--- src/rtl/alu_arbiter_if.sv ---
// Request/response bus between two requesters and the ALU arbiter.
// The master side belongs to the requesters and the slave side to the arbiter.
// Requester i owns bit i of every 2-bit field and slice i of the packed operand/opcode fields.
interface alu_arbiter_if #(
    parameter int N = 16
);
    logic [1:0]     reqValid;
    logic [1:0]     reqReady;
    logic [5:0]     reqOp;
    logic [2*N-1:0] reqA;
    logic [2*N-1:0] reqB;
    logic [1:0]     rspValid;
    logic [1:0]     rspReady;
    logic [N-1:0]   rspResult;
    logic           rspCarry;

    modport master (
        output reqValid, reqOp, reqA, reqB, rspReady,
        input  reqReady, rspValid, rspResult, rspCarry
    );

    modport slave (
        input  reqValid, reqOp, reqA, reqB, rspReady,
        output reqReady, rspValid, rspResult, rspCarry
    );
endinterface

--- src/rtl/alu_arbiter.sv ---
// Two-requester arbiter in front of one shared combinational ALU.
// Only one operation is in flight at a time: IDLE accepts it, EXEC drives the ALU
// for one cycle, and RESP holds the result until its owner consumes it.
// Optional build macro ALU_ARB_FIXED_PRIO_EN: requester 0 wins every tie and no
// lastGrant state exists; without it ties alternate round-robin.
module alu_arbiter #(
    parameter int N = 16
) (
    input  logic            clk,
    input  logic            rstN,
    alu_arbiter_if.slave    bus,
    output logic [2:0]      aluOpcode,
    output logic [N-1:0]    aluA,
    output logic [N-1:0]    aluB,
    input  logic [N-1:0]    aluS,
    input  logic            aluCout,
    output logic            busy
);

    typedef enum logic [1:0] {
        IDLE,
        EXEC,
        RESP
    } stateT;

    stateT          state;
    stateT          nextState;
    logic [2:0]     opReg;
    logic [N-1:0]   aReg;
    logic [N-1:0]   bReg;
    logic [N-1:0]   resultReg;
    logic           carryReg;
    logic           owner;
    logic           grantIdx;
    logic           handshake;
`ifndef ALU_ARB_FIXED_PRIO_EN
    logic           lastGrant;
`endif

    // Choose which requester is offered reqReady this cycle
    always_comb begin
        grantIdx = 1'b0;
`ifdef ALU_ARB_FIXED_PRIO_EN
        grantIdx = ~bus.reqValid[0];
`else
        if (bus.reqValid == 2'b11) begin
            grantIdx = ~lastGrant;
        end else begin
            grantIdx = bus.reqValid[1];
        end
`endif
    end

    // Next-state decode plus the handshake and response outputs
    always_comb begin
        nextState    = state;
        bus.reqReady = 2'b00;
        bus.rspValid = 2'b00;
        busy         = (state != IDLE);
        if (rstN && (state == IDLE) && (bus.reqValid != 2'b00)) begin
            bus.reqReady = grantIdx ? 2'b10 : 2'b01;
        end
        if (state == RESP) begin
            bus.rspValid = owner ? 2'b10 : 2'b01;
        end
        case (state)
            IDLE:    if (handshake) nextState = EXEC;
            EXEC:    nextState = RESP;
            RESP:    if (bus.rspReady[owner]) nextState = IDLE;
            default: nextState = IDLE;
        endcase
    end

    assign handshake     = |(bus.reqValid & bus.reqReady);
    assign aluOpcode     = opReg;
    assign aluA          = aReg;
    assign aluB          = bReg;
    assign bus.rspResult = resultReg;
    assign bus.rspCarry  = carryReg;

    // State register; reset abandons any operation in flight
    always_ff @(posedge clk or negedge rstN) begin
        if (!rstN) begin
            state <= IDLE;
        end else begin
            state <= nextState;
        end
    end

    // Latch the granted requester's opcode, operands and index on acceptance
    always_ff @(posedge clk or negedge rstN) begin
        if (!rstN) begin
            opReg <= 3'd0;
            aReg  <= '0;
            bReg  <= '0;
            owner <= 1'b0;
        end else if (handshake) begin
            opReg <= grantIdx ? bus.reqOp[5:3] : bus.reqOp[2:0];
            aReg  <= grantIdx ? bus.reqA[2*N-1:N] : bus.reqA[N-1:0];
            bReg  <= grantIdx ? bus.reqB[2*N-1:N] : bus.reqB[N-1:0];
            owner <= grantIdx;
        end
    end

    // Capture the ALU output at the end of the single EXEC cycle
    always_ff @(posedge clk or negedge rstN) begin
        if (!rstN) begin
            resultReg <= '0;
            carryReg  <= 1'b0;
        end else if (state == EXEC) begin
            resultReg <= aluS;
            carryReg  <= aluCout;
        end
    end

`ifndef ALU_ARB_FIXED_PRIO_EN
    // Remember the last winner; resets to 1 so requester 0 takes the first tie
    always_ff @(posedge clk or negedge rstN) begin
        if (!rstN) begin
            lastGrant <= 1'b1;
        end else if (handshake) begin
            lastGrant <= grantIdx;
        end
    end
`endif

endmodule

--- src/flat_wrapper.sv ---
// flat-port wrapper written by rule: the top's interface ports become plain ports
module alu_arbiter_flat 
#(
    parameter int N = 16
)
  (clk, rstN, aluOpcode, aluA, aluB, aluS, aluCout, busy, bus_reqValid, bus_reqOp, bus_reqA, bus_reqB, bus_rspReady, bus_reqReady, bus_rspValid, bus_rspResult, bus_rspCarry);
  alu_arbiter_if #(.N(N)) bus_i ();
  input  logic clk;
  input  logic rstN;
  output logic [2:0] aluOpcode;
  output logic [N-1:0] aluA;
  output logic [N-1:0] aluB;
  input  logic [N-1:0] aluS;
  input  logic aluCout;
  output logic busy;
  input wire logic [$bits(bus_i.reqValid)-1:0] bus_reqValid;
  input wire logic [$bits(bus_i.reqOp)-1:0] bus_reqOp;
  input wire logic [$bits(bus_i.reqA)-1:0] bus_reqA;
  input wire logic [$bits(bus_i.reqB)-1:0] bus_reqB;
  input wire logic [$bits(bus_i.rspReady)-1:0] bus_rspReady;
  output wire logic [$bits(bus_i.reqReady)-1:0] bus_reqReady;
  output wire logic [$bits(bus_i.rspValid)-1:0] bus_rspValid;
  output wire logic [$bits(bus_i.rspResult)-1:0] bus_rspResult;
  output wire logic [$bits(bus_i.rspCarry)-1:0] bus_rspCarry;
  assign bus_i.reqValid = bus_reqValid;
  assign bus_i.reqOp = bus_reqOp;
  assign bus_i.reqA = bus_reqA;
  assign bus_i.reqB = bus_reqB;
  assign bus_i.rspReady = bus_rspReady;
  assign bus_reqReady = bus_i.reqReady;
  assign bus_rspValid = bus_i.rspValid;
  assign bus_rspResult = bus_i.rspResult;
  assign bus_rspCarry = bus_i.rspCarry;
  alu_arbiter #(.N(N)) u_core (.clk(clk), .rstN(rstN), .bus(bus_i), .aluOpcode(aluOpcode), .aluA(aluA), .aluB(aluB), .aluS(aluS), .aluCout(aluCout), .busy(busy));
endmodule
--- config.mk ---
export PLATFORM = sky130hd
export DESIGN_NAME = alu_arbiter_flat
export DESIGN_NICKNAME = d
export VERILOG_FILES = /design/src/rtl/alu_arbiter_if.sv /design/src/rtl/alu_arbiter.sv /design/src/flat_wrapper.sv
export SDC_FILE = /design/constraint.sdc
export NUM_CORES = 1
export LEC_CHECK = 0
export ABC_AREA = 0
export CORE_MARGIN = 4
export CORE_UTILIZATION = 42
export DETAILED_ROUTE_END_ITERATION = 8
export PLACE_DENSITY_LB_ADDON = 0.25
export SYNTH_ARGS = -nofsm -noshare
export SYNTH_HDL_FRONTEND = slang
export SYNTH_SLANG_ARGS = --single-unit
--- constraint.sdc ---
create_clock -name clk -period 2.8 [get_ports clk]
set_input_delay 0.28 -clock clk [delete_from_list [all_inputs] [get_ports clk]]
set_output_delay 0.28 -clock clk [all_outputs]
set_load 0.01 [all_outputs]
==> impl_results.md, run 1 <==
- DR vias: 2316
- Chip width: 88.0 um
- Remaining Overflow, GRT: 0
- Synth cell count leaders: dfrtp_1, nand2_1, a221o_1
- Fin crit share: 89.6%
- TritonRoute pass-1 iters: 4
- Skew-Pair Late Insertion Delay: 300 ps
- Final setup viols: 0
- Via density: 5.31
- Largest net degree at the start of global routing: 44
- Top cells by area in the synthesized netlist: dfrtp_1, a221o_1, nor3_2
- Fin. max-slew vios: 0
- CTS Sinks: 56
- Yosys reg bits: 56
- Placed Instances: 427
- Post-synth ARST share: 100%
- Post-synth top area cell: dfrtp_1
- Crit. End Element: output port
- Worst R2R End: u_core.aluB[2]$_DFFE_PN0P_
- Initial core utilization: 44.3%
- Post-route setup slack: 290 ps
- Max Root-Sink Buffers: 2
- First-pass GRT wire length: 11.9 mm
- Antenna violations before repair: 0
- Routed WL: 7.59 mm
- Post-route antenna net violation count: 0
- Critical R2R Launch: u_core.state[0]$_DFFE_PN0P_
- PD cells: 899 nW/um^2
- Highest Clock Rate: 398 MHz
- Cells after synthesis: 218
- Synthesized area: 2690 sq um
- Total GRT Usage: 19.8%
- Root Buffer Master: clkbuf_8
- CP Launch Type: input port
- Clock Pin Slew Worst Setup and Hold Paths: 90 ps
- Layout cells sized above 1: 19.1%
- Row count: 28
- Final hold vios: 0
- Dpl ws: 683 ps
- Hold Path Class: in -> async
- Placer Congestion: 0.797
- WP data required: 2520 ps
- Ys Warns: 0
- CP arrival: 2230 ps
- Detailed-route wire length per cell: 17.4 um
- Status: finished, final reports clean
- H-Tree Depth: 2
- Core Area: 6060 sq um
- R2r setup slk: 940 ps
- Synthesized area per cell: 12.3 sq um
- Worst slew margin: 26.2%
- Netlist cell types: 25
- Post-CTS setup buffer count: 0
- Vias in the first global route: 2439
- Final Critical Period: 2510 ps
- TritonCTS clock tree: yes
- ANT cells: 0
- Critical path type: in -> out
- Setup_tns: 0 ps
- Port Buffer Count: 149
- Syn Nets: 311
- Die H: 88.0 um
- R2R depth: 3
- RSZ-0062 raised after global routing: false
- Static Leak: 1.74 nW
- Number of buffers created by CTS: 5
- Main synth FF type: dfrtp_1
- VDD IR max: 0.533 mV
- IO Pins: 150
- Clock Skew: 7.58 ps
- Finished Layout Cells: 436
- Max-Cap Viols: 0
- Pin slew with the least headroom to its limit: 1110 ps
- Seq/Total Area, Yosys: 52.2%
- Post-synth EDFFs: 0
- Post-DP HPWL: 5.48 mm
- Most numerous cell in the Yosys netlist: dfrtp_1
- DRC: 0
- Die area: 7740 sq um
- Synth top area share: 51.2%
- Nets: 453
- Critical Path Fanout Max: 16
- DRT iter0 DRCs: 88
- Layout area overhead: 58.5%
kinds of logic (layout without fill, tap and decap cells):
family	count (synthesis)	in the layout	synth area share, %
compound gates	39	39	14.0
simple gates	81	81	19.7
flops	56	56	52.2
mux	18	18	7.55
buf+inv	24	167	6.52
placed cells by master, fill, tap and decap left out:
master,count
clkbuf_8,6
buf_4,6
o21a_1,1
a221o_1,35
o21ai_0,1
inv_1,3
dfstp_2,1
nor2_1,2
clkdlybuf4s50_1,148
nand3b_1,1
nor3_2,30
mux2_2,18
o21ai_2,1
nor3_1,5
clkinv_2,2
nand2b_1,1
a21oi_1,1
buf_2,1
nor2b_4,1
or2_2,1
dfrtp_1,55
nand2_1,36
nor3b_2,1
or2b_1,1
and3_1,1
dlygate4sd3_1,1
or3b_2,1
layer usage:
layer | up-vias | GRT usage (%) | wire length, um
li1 | 1084 | - | -
met1 | 1113 | 24.9 | 2940
met2 | 111 | 33.4 | 3760
met3 | 8 | 5.83 | 827
met4 | 0 | 5.30 | 58
met5 | - | 0 | 0
critical path, cell delays in order:
cell and delay, ps:
dlygate4sd3_1 520, buf_2 330, nor3b_2 320, nand3b_1 140, inv_1 90, clkdlybuf4s50_1 550
per-stage QoR:
stage	power (mW)	hold slack, ps	util (%)	cell area [sq um]
3_5_place_dp	3.42	217	68.6	4160
3_3_place_gp	3.36	215	68.6	4160
6_report	3.83	412	70.3	4260
2_1_floorplan	2.37	-15.6	-	2690
4_1_cts	3.88	417	70.3	4260
5_1_grt	4.08	422	70.3	4260
timing repair:
action,in CTS,in global routing
gates resized for setup,0,0
endpoints found under the hold margin,12,0
hold buffers,1,0
cell type report:
cell class / count / area (sq um)
sequential: 56 / 1400
clock inverter: 2 / 10.0
clock buffer: 6 / 82.6
tap: 75 / 93.8
inverter: 3 / 11.3
timing repair buffer: 156 / 1540
fill: 469 / 1800
multi-input combinational: 138 / 1120
report_power, final:
group	total [mW]	switching [mW]	internal, mW
Combinational	1.95	0.780	1.17
Sequential	1.44	0.237	1.20
Clock	0.442	0.244	0.198
Total	3.83	1.26	2.57
flip-flops by register name (all words and copies together) (netlist names):
register and cells:
u_core.aluA 16, u_core.aluB 16, u_core.aluOpcode 3, u_core.bus.rspCarry 1, u_core.bus.rspResult 16, u_core.lastGrant 1
u_core.owner 1, u_core.state 2
worst max path at each step:
stage                                       end                         start  cells after the start  slack (ps)
floorplan           u_core.aluA[10]$_DFFE_PN0P_  u_core.lastGrant$_DFFE_PN1P_                      5        1330
global route                    bus_reqReady[0]                          rstN                      6         100
finish                          bus_reqReady[0]                          rstN                      6         290
global placement     u_core.aluB[4]$_DFFE_PN0P_                          rstN                      4         710
CTS                             bus_reqReady[1]                          rstN                      5         250
detailed placement   u_core.aluB[2]$_DFFE_PN0P_                          rstN                      4         680
(Power assumes the default switching activity.)
==> run 2, diff against run 1 <==
Settings changed: GPL_TIMING_DRIVEN set to 0.
==> run 2 against run 1 <==
Compared with the run above: global-route usage increased by 0.82 points; critical path depth unchanged; non-clock buffer count increased by 18; routed wire length increased by 5.6%; worst setup slack got worse by 8.8 ps; critical path type unchanged; largest cell class unchanged; highest routed layer unchanged.
==> impl_results.md, run 2 (synthesized netlist as in run 1, its figures left out) <==
- IO Pins: 150
- Cell breakdown of the critical path: clkdlybuf4s50_1 -> buf_2 -> clkbuf_1 -> nand3b_1 -> inv_1 -> clkdlybuf4s50_1
- DRT iter0 DRCs: 110
- RSZ-0062 raised after global routing: false
- Nets: 471
- Post-route antenna net violation count: 0
- Fin. max-slew vios: 0
- Core Area: 6060 sq um
- CP Launch Type: input port
- Util after Layout: 73.1%
- Port Buffer Count: 149
- Die area: 7740 sq um
- Finished Layout Cells: 454
- Initial core utilization: 44.3%
- CTS Sinks: 56
- Clock Skew: 10.4 ps
- Total GRT Usage: 20.6%
- Commonest cells after routing, fill and taps aside: clkdlybuf4s50_1, dfrtp_1, nand2_1, a221o_1, nor3_2
- Final Critical Period: 2520 ps
- CP peak stage delay: 550 ps
- Critical Path Fanout Max: 10
- Fin crit share: 90.0%
- CP arrival: 2240 ps
- Highest Clock Rate: 397 MHz
- Post-DP HPWL: 5.95 mm
- DR vias: 2384
- Die H: 88.0 um
- Most used cell, CP: clkdlybuf4s50_1
- Critical path type: in -> out
- WP data required: 2520 ps
- Skew-Pair Late Insertion Delay: 310 ps
- Gr busiest metal: met2
- Met1 usage: 25.6%
- Layout area overhead: 64.8%
- Slowest library cell on the worst path: clkdlybuf4s50_1
- Routed WL: 8.01 mm
- Antenna violations before repair: 0
- Root Buffer Master: clkbuf_8
- Max-Cap Viols: 0
- Worst slew margin: 27.0%
- Placer Congestion: 0.761
- Status: finished, final reports clean
- Layout cells sized above 1: 20.8%
- H-Tree Depth: 2
- Total Power: 3.92 mW
- TritonCTS clock tree: yes
- PD cells: 886 nW/um^2
- Number of buffers created by CTS: 5
- Clock Pin Slew Worst Setup and Hold Paths: 110 ps
- Met3 Track Usage GR: 6.59%
- Crit. End Element: output port
- Pin slew with the least headroom to its limit: 1090 ps
- Row count: 28
- Final setup viols: 0
- Static Leak: 1.82 nW
- Max Root-Sink Buffers: 2
- Remaining Overflow, GRT: 0
- Hold Path Class: in -> async
- Met2 usage: 34.9%
- Placed Instances: 443
- VDD IR max: 0.477 mV
- TritonRoute pass-1 iters: 4
- First-pass GRT wire length: 12.4 mm
- Detailed-route wire length per cell: 17.6 um
- ANT cells: 0
- Chip width: 88.0 um
- Via density: 5.25
- Vias in the first global route: 2536
- Most common cell after layout, fill and taps aside: clkdlybuf4s50_1
- DRC: 0
- Largest net degree at the start of global routing: 32
- Final hold vios: 0
==> run 2: changes by cell type in the layout (fill, tap and decap cells not counted), moves of 2 or more <==
cell	change
clkinv_2	-2
buf_2	+4
buf_6	+10
clkbuf_1	+6
buf_12	+3
buf_4	-4
==> run 2: power breakdown <==
group          internal [mW]  leakage (nW)  switching, mW
registers               1.20         0.680          0.229
logic                   1.24          1.10          0.805
clock network          0.179        0.0414          0.269
total                   2.62          1.82           1.30
==> run 2: layout make-up <==
cell class | instances | area, sq um
repair buffers | 153 | 1560
clock buffers | 6 | 72.6
well taps | 75 | 93.8
flip-flops and latches | 56 | 1400
fillers | 467 | 1630
clock inverters | 2 | 16.3
inverters | 3 | 11.3
plain buffers | 21 | 164
multi-input cells | 138 | 1110
==> run 2: final timing paths <==
check                           slack, ps                                   to  cells after the start                           startpoint
worst max-delay path                  280                      bus_reqReady[0]                      6                      bus_reqValid[0]
worst min-delay path                   10           u_core.aluB[1]$_DFFE_PN0P_                      3                                 rstN
worst max register to register       1120          u_core.aluB[13]$_DFFE_PN0P_                      4          u_core.state[1]$_DFFE_PN0P_
worst min register to register        510  u_core.bus.rspResult[0]$_DFFE_PN0N_                      1  u_core.bus.rspResult[0]$_DFFE_PN0N_
max in group asynchronous            1290           u_core.aluA[1]$_DFFE_PN0P_                      3                                 rstN
min in group clk                      510  u_core.bus.rspResult[0]$_DFFE_PN0N_                      1  u_core.bus.rspResult[0]$_DFFE_PN0N_
==> run 2: routing by layer <==
layer / part of all wire [%] / up-vias
li1: - / 1116
met1: 41 / 1138
met2: 47 / 118
met3: 9.9 / 12
met4: 1.5 / 0
met5: 0 / -
==> run 2: critical path: cells and delay by family <==
kind,cells,cell delay (ps)
buf+inv,5,1790
simple gates,1,170
==> run 2: stage by stage <==
stage / worst slack, ps / instance area (sq um) / setup TNS [ps] / hold slack, ps
floorplan: 1330 / 2690 / 0 / -15.6
global placement: -1790 / 4270 / -68180 / 485
detailed placement: -133 / 4290 / -133 / 395
CTS: 261 / 4430 / 0 / 5.97
global route: 74.8 / 4430 / 0 / 6.44
finish: 281 / 4430 / 0 / 11.9
==> run 2: repair_timing <==
item                                   4_1_cts  5_1_grt
endpoints found under the hold margin       31        0
setup buffers                                0        0
setup endpoints to repair                    1        0
hold buffers                                 3        0
gates resized for setup                      1        0
==> run 3, diff against run 2 <==
Settings changed: HOLD_SLACK_MARGIN set to 0.06, PLACE_DENSITY set to 0.87, PLACE_DENSITY_LB_ADDON 0.25 to unset.
==> run 3 against run 2 <==
Compared with the run above: maximum frequency fell by 5.8%; sequential share of layout area rose by 0.21 points; count of clock-buffer cells in the layout did not move; hold slack improved by 500 ps; core utilization fell by 0.47 points; worst setup slack got worse by 160 ps; largest power group unchanged.
==> impl_results.md, run 3 (synthesized netlist as in run 1, its figures left out) <==
- Final setup viols: 0
- Worst slew margin: 45.9%
- Static Leak: 1.81 nW
- CP arrival: 2390 ps
- Skew-Pair Late Insertion Delay: 300 ps
- Crit. End Element: output port
- Sw frac: 32.9%
- Vias in the first global route: 2537
- Number of fill cells: 448
- CTS Sinks: 56
- Finished Layout Cells: 453
- Port Buffer Count: 149
- Post_cts resized: 0
- Row count: 28
- Via density: 5.28
- Number of buffers created by CTS: 5
- Int Pwr: 2.63 mW
- Sw power: 1.29 mW
- TritonCTS clock tree: yes
- Core Area: 6060 sq um
- DRC: 0
- IO Pins: 150
- DR vias: 2391
- RSZ-0062 raised after global routing: false
- Largest net degree at the start of global routing: 38
- Routed WL: 8.03 mm
- R2R depth: 4
- Post-route antenna net violation count: 0
- Reg power frac: 36.5%
- Critical Path Fanout Max: 10
- Final hold vios: 0
- Hold depth: 1
- Pin slew with the least headroom to its limit: 809 ps
- Hold Path Class: reg -> reg
- CP Launch Type: input port
- Final Critical Period: 2670 ps
- Antenna violations before repair: 0
- Max Root-Sink Buffers: 2
- PD cells: 892 nW/um^2
- Clock Skew: 10.4 ps
- Layout area overhead: 63.8%
- M1 WL: 3.19 mm
- Critical path type: in -> out
- Remaining Overflow, GRT: 0
- Status: finished, final reports clean
- Total GRT Usage: 20.3%
- Detailed-route wire length per cell: 17.7 um
- H-Tree Depth: 2
- Placer Congestion: 0.732
- Initial core utilization: 44.3%
- Clk pwr share: 11.6%
- Combinational share of power: 51.9%
- Clock Pin Slew Worst Setup and Hold Paths: 100 ps
- Chip width: 88.0 um
- WP data required: 2520 ps
- Fin crit share: 95.5%
- Layout cells sized above 1: 20.6%
- Commonest cells after routing, fill and taps aside: clkdlybuf4s50_1, dfrtp_1, nand2_1, a221o_1, nor3_2
- Post-DP HPWL: 6.10 mm
- TritonRoute pass-1 iters: 4
- Post-CTS setup buffer count: 0
- Die area: 7740 sq um
- Die H: 88.0 um
- Root Buffer Master: clkbuf_8
- WL met2: 4.14 mm
- WL met3: 616 um
- ANT cells: 0
- Placed Instances: 443
- First-pass GRT wire length: 12.3 mm
- Total Power: 3.92 mW
- Highest Clock Rate: 374 MHz
- Most common cell after layout, fill and taps aside: clkdlybuf4s50_1
- Hold_ws: 514 ps
- Nets: 470
- Fin. max-slew vios: 0
- Max-Cap Viols: 0
- VDD IR max: 0.493 mV
- Max layer used: met4
- DRT iter0 DRCs: 60
[run 3: per-layer routing]
metal,GRT usage (%),up-vias
met2,36.0,98
li1,-,1124
met5,0,-
met4,5.30,0
met3,5.36,8
met1,24.4,1161
[run 3: power by group through the flow]
stage / Combinational [mW] / Sequential [mW] / Clock, mW
6_report: 2.04 / 1.43 / 0.455
3_5_place_dp: 2.06 / 1.44 / 0
3_3_place_gp: 2.02 / 1.42 / 0
2_1_floorplan: 0.779 / 1.59 / 0
4_1_cts: 2.07 / 1.43 / 0.467
5_1_grt: 2.17 / 1.47 / 0.505
[run 3: final timing paths]
check | endpoint | startpoint | slack, ps
min reg2reg | u_core.bus.rspResult[13]$_DFFE_PN0N_ | u_core.bus.rspResult[13]$_DFFE_PN0N_ | 510
min in group asynchronous | u_core.lastGrant$_DFFE_PN1P_ | rstN | 520
max | bus_reqReady[1] | rstN | 130
max in group asynchronous | u_core.aluA[11]$_DFFE_PN0P_ | rstN | 1060
max reg2reg | u_core.aluA[8]$_DFFE_PN0P_ | u_core.state[1]$_DFFE_PN0P_ | 1120
min | u_core.bus.rspResult[13]$_DFFE_PN0N_ | u_core.bus.rspResult[13]$_DFFE_PN0N_ | 510
[run 3: layout make-up]
class                           count  area (sq um)  area share [%]
Buffer                             21           164            3.73
Sequential cell                    56          1400            31.9
Tap cell                           75          93.8            2.13
Clock inverter                      2          10.0           0.228
Multi-Input combinational cell    138          1110            25.2
Inverter                            3          11.3           0.256
Timing Repair Buffer              152          1530            34.7
Clock buffer                        6          82.6            1.88
[run 3: critical path: stages]
cell and delay (ps):
dlygate4sd3_1 520, buf_2 170, nor3b_2 290, and3_1 190, buf_2 220, buf_6 180, clkdlybuf4s50_1 540
[run 3: what timing repair did]
| action | CTS | global route |
|---|---|---|
| hold buffers | 2 | 0 |
| hold endpoints to repair | 18 | 0 |
| endpoints found under the setup margin | 0 | 0 |
[run 3: metrics by stage]
stage	instance area (sq um)	worst slack, ps	setup TNS [ps]	utilization (%)
floorplan	2690	1330	0	-
global placement	4270	-1800	-69250	70.5
detailed placement	4290	302	0	70.7
CTS	4400	126	0	72.6
global route	4400	16.2	0	72.6
finish	4400	126	0	72.6
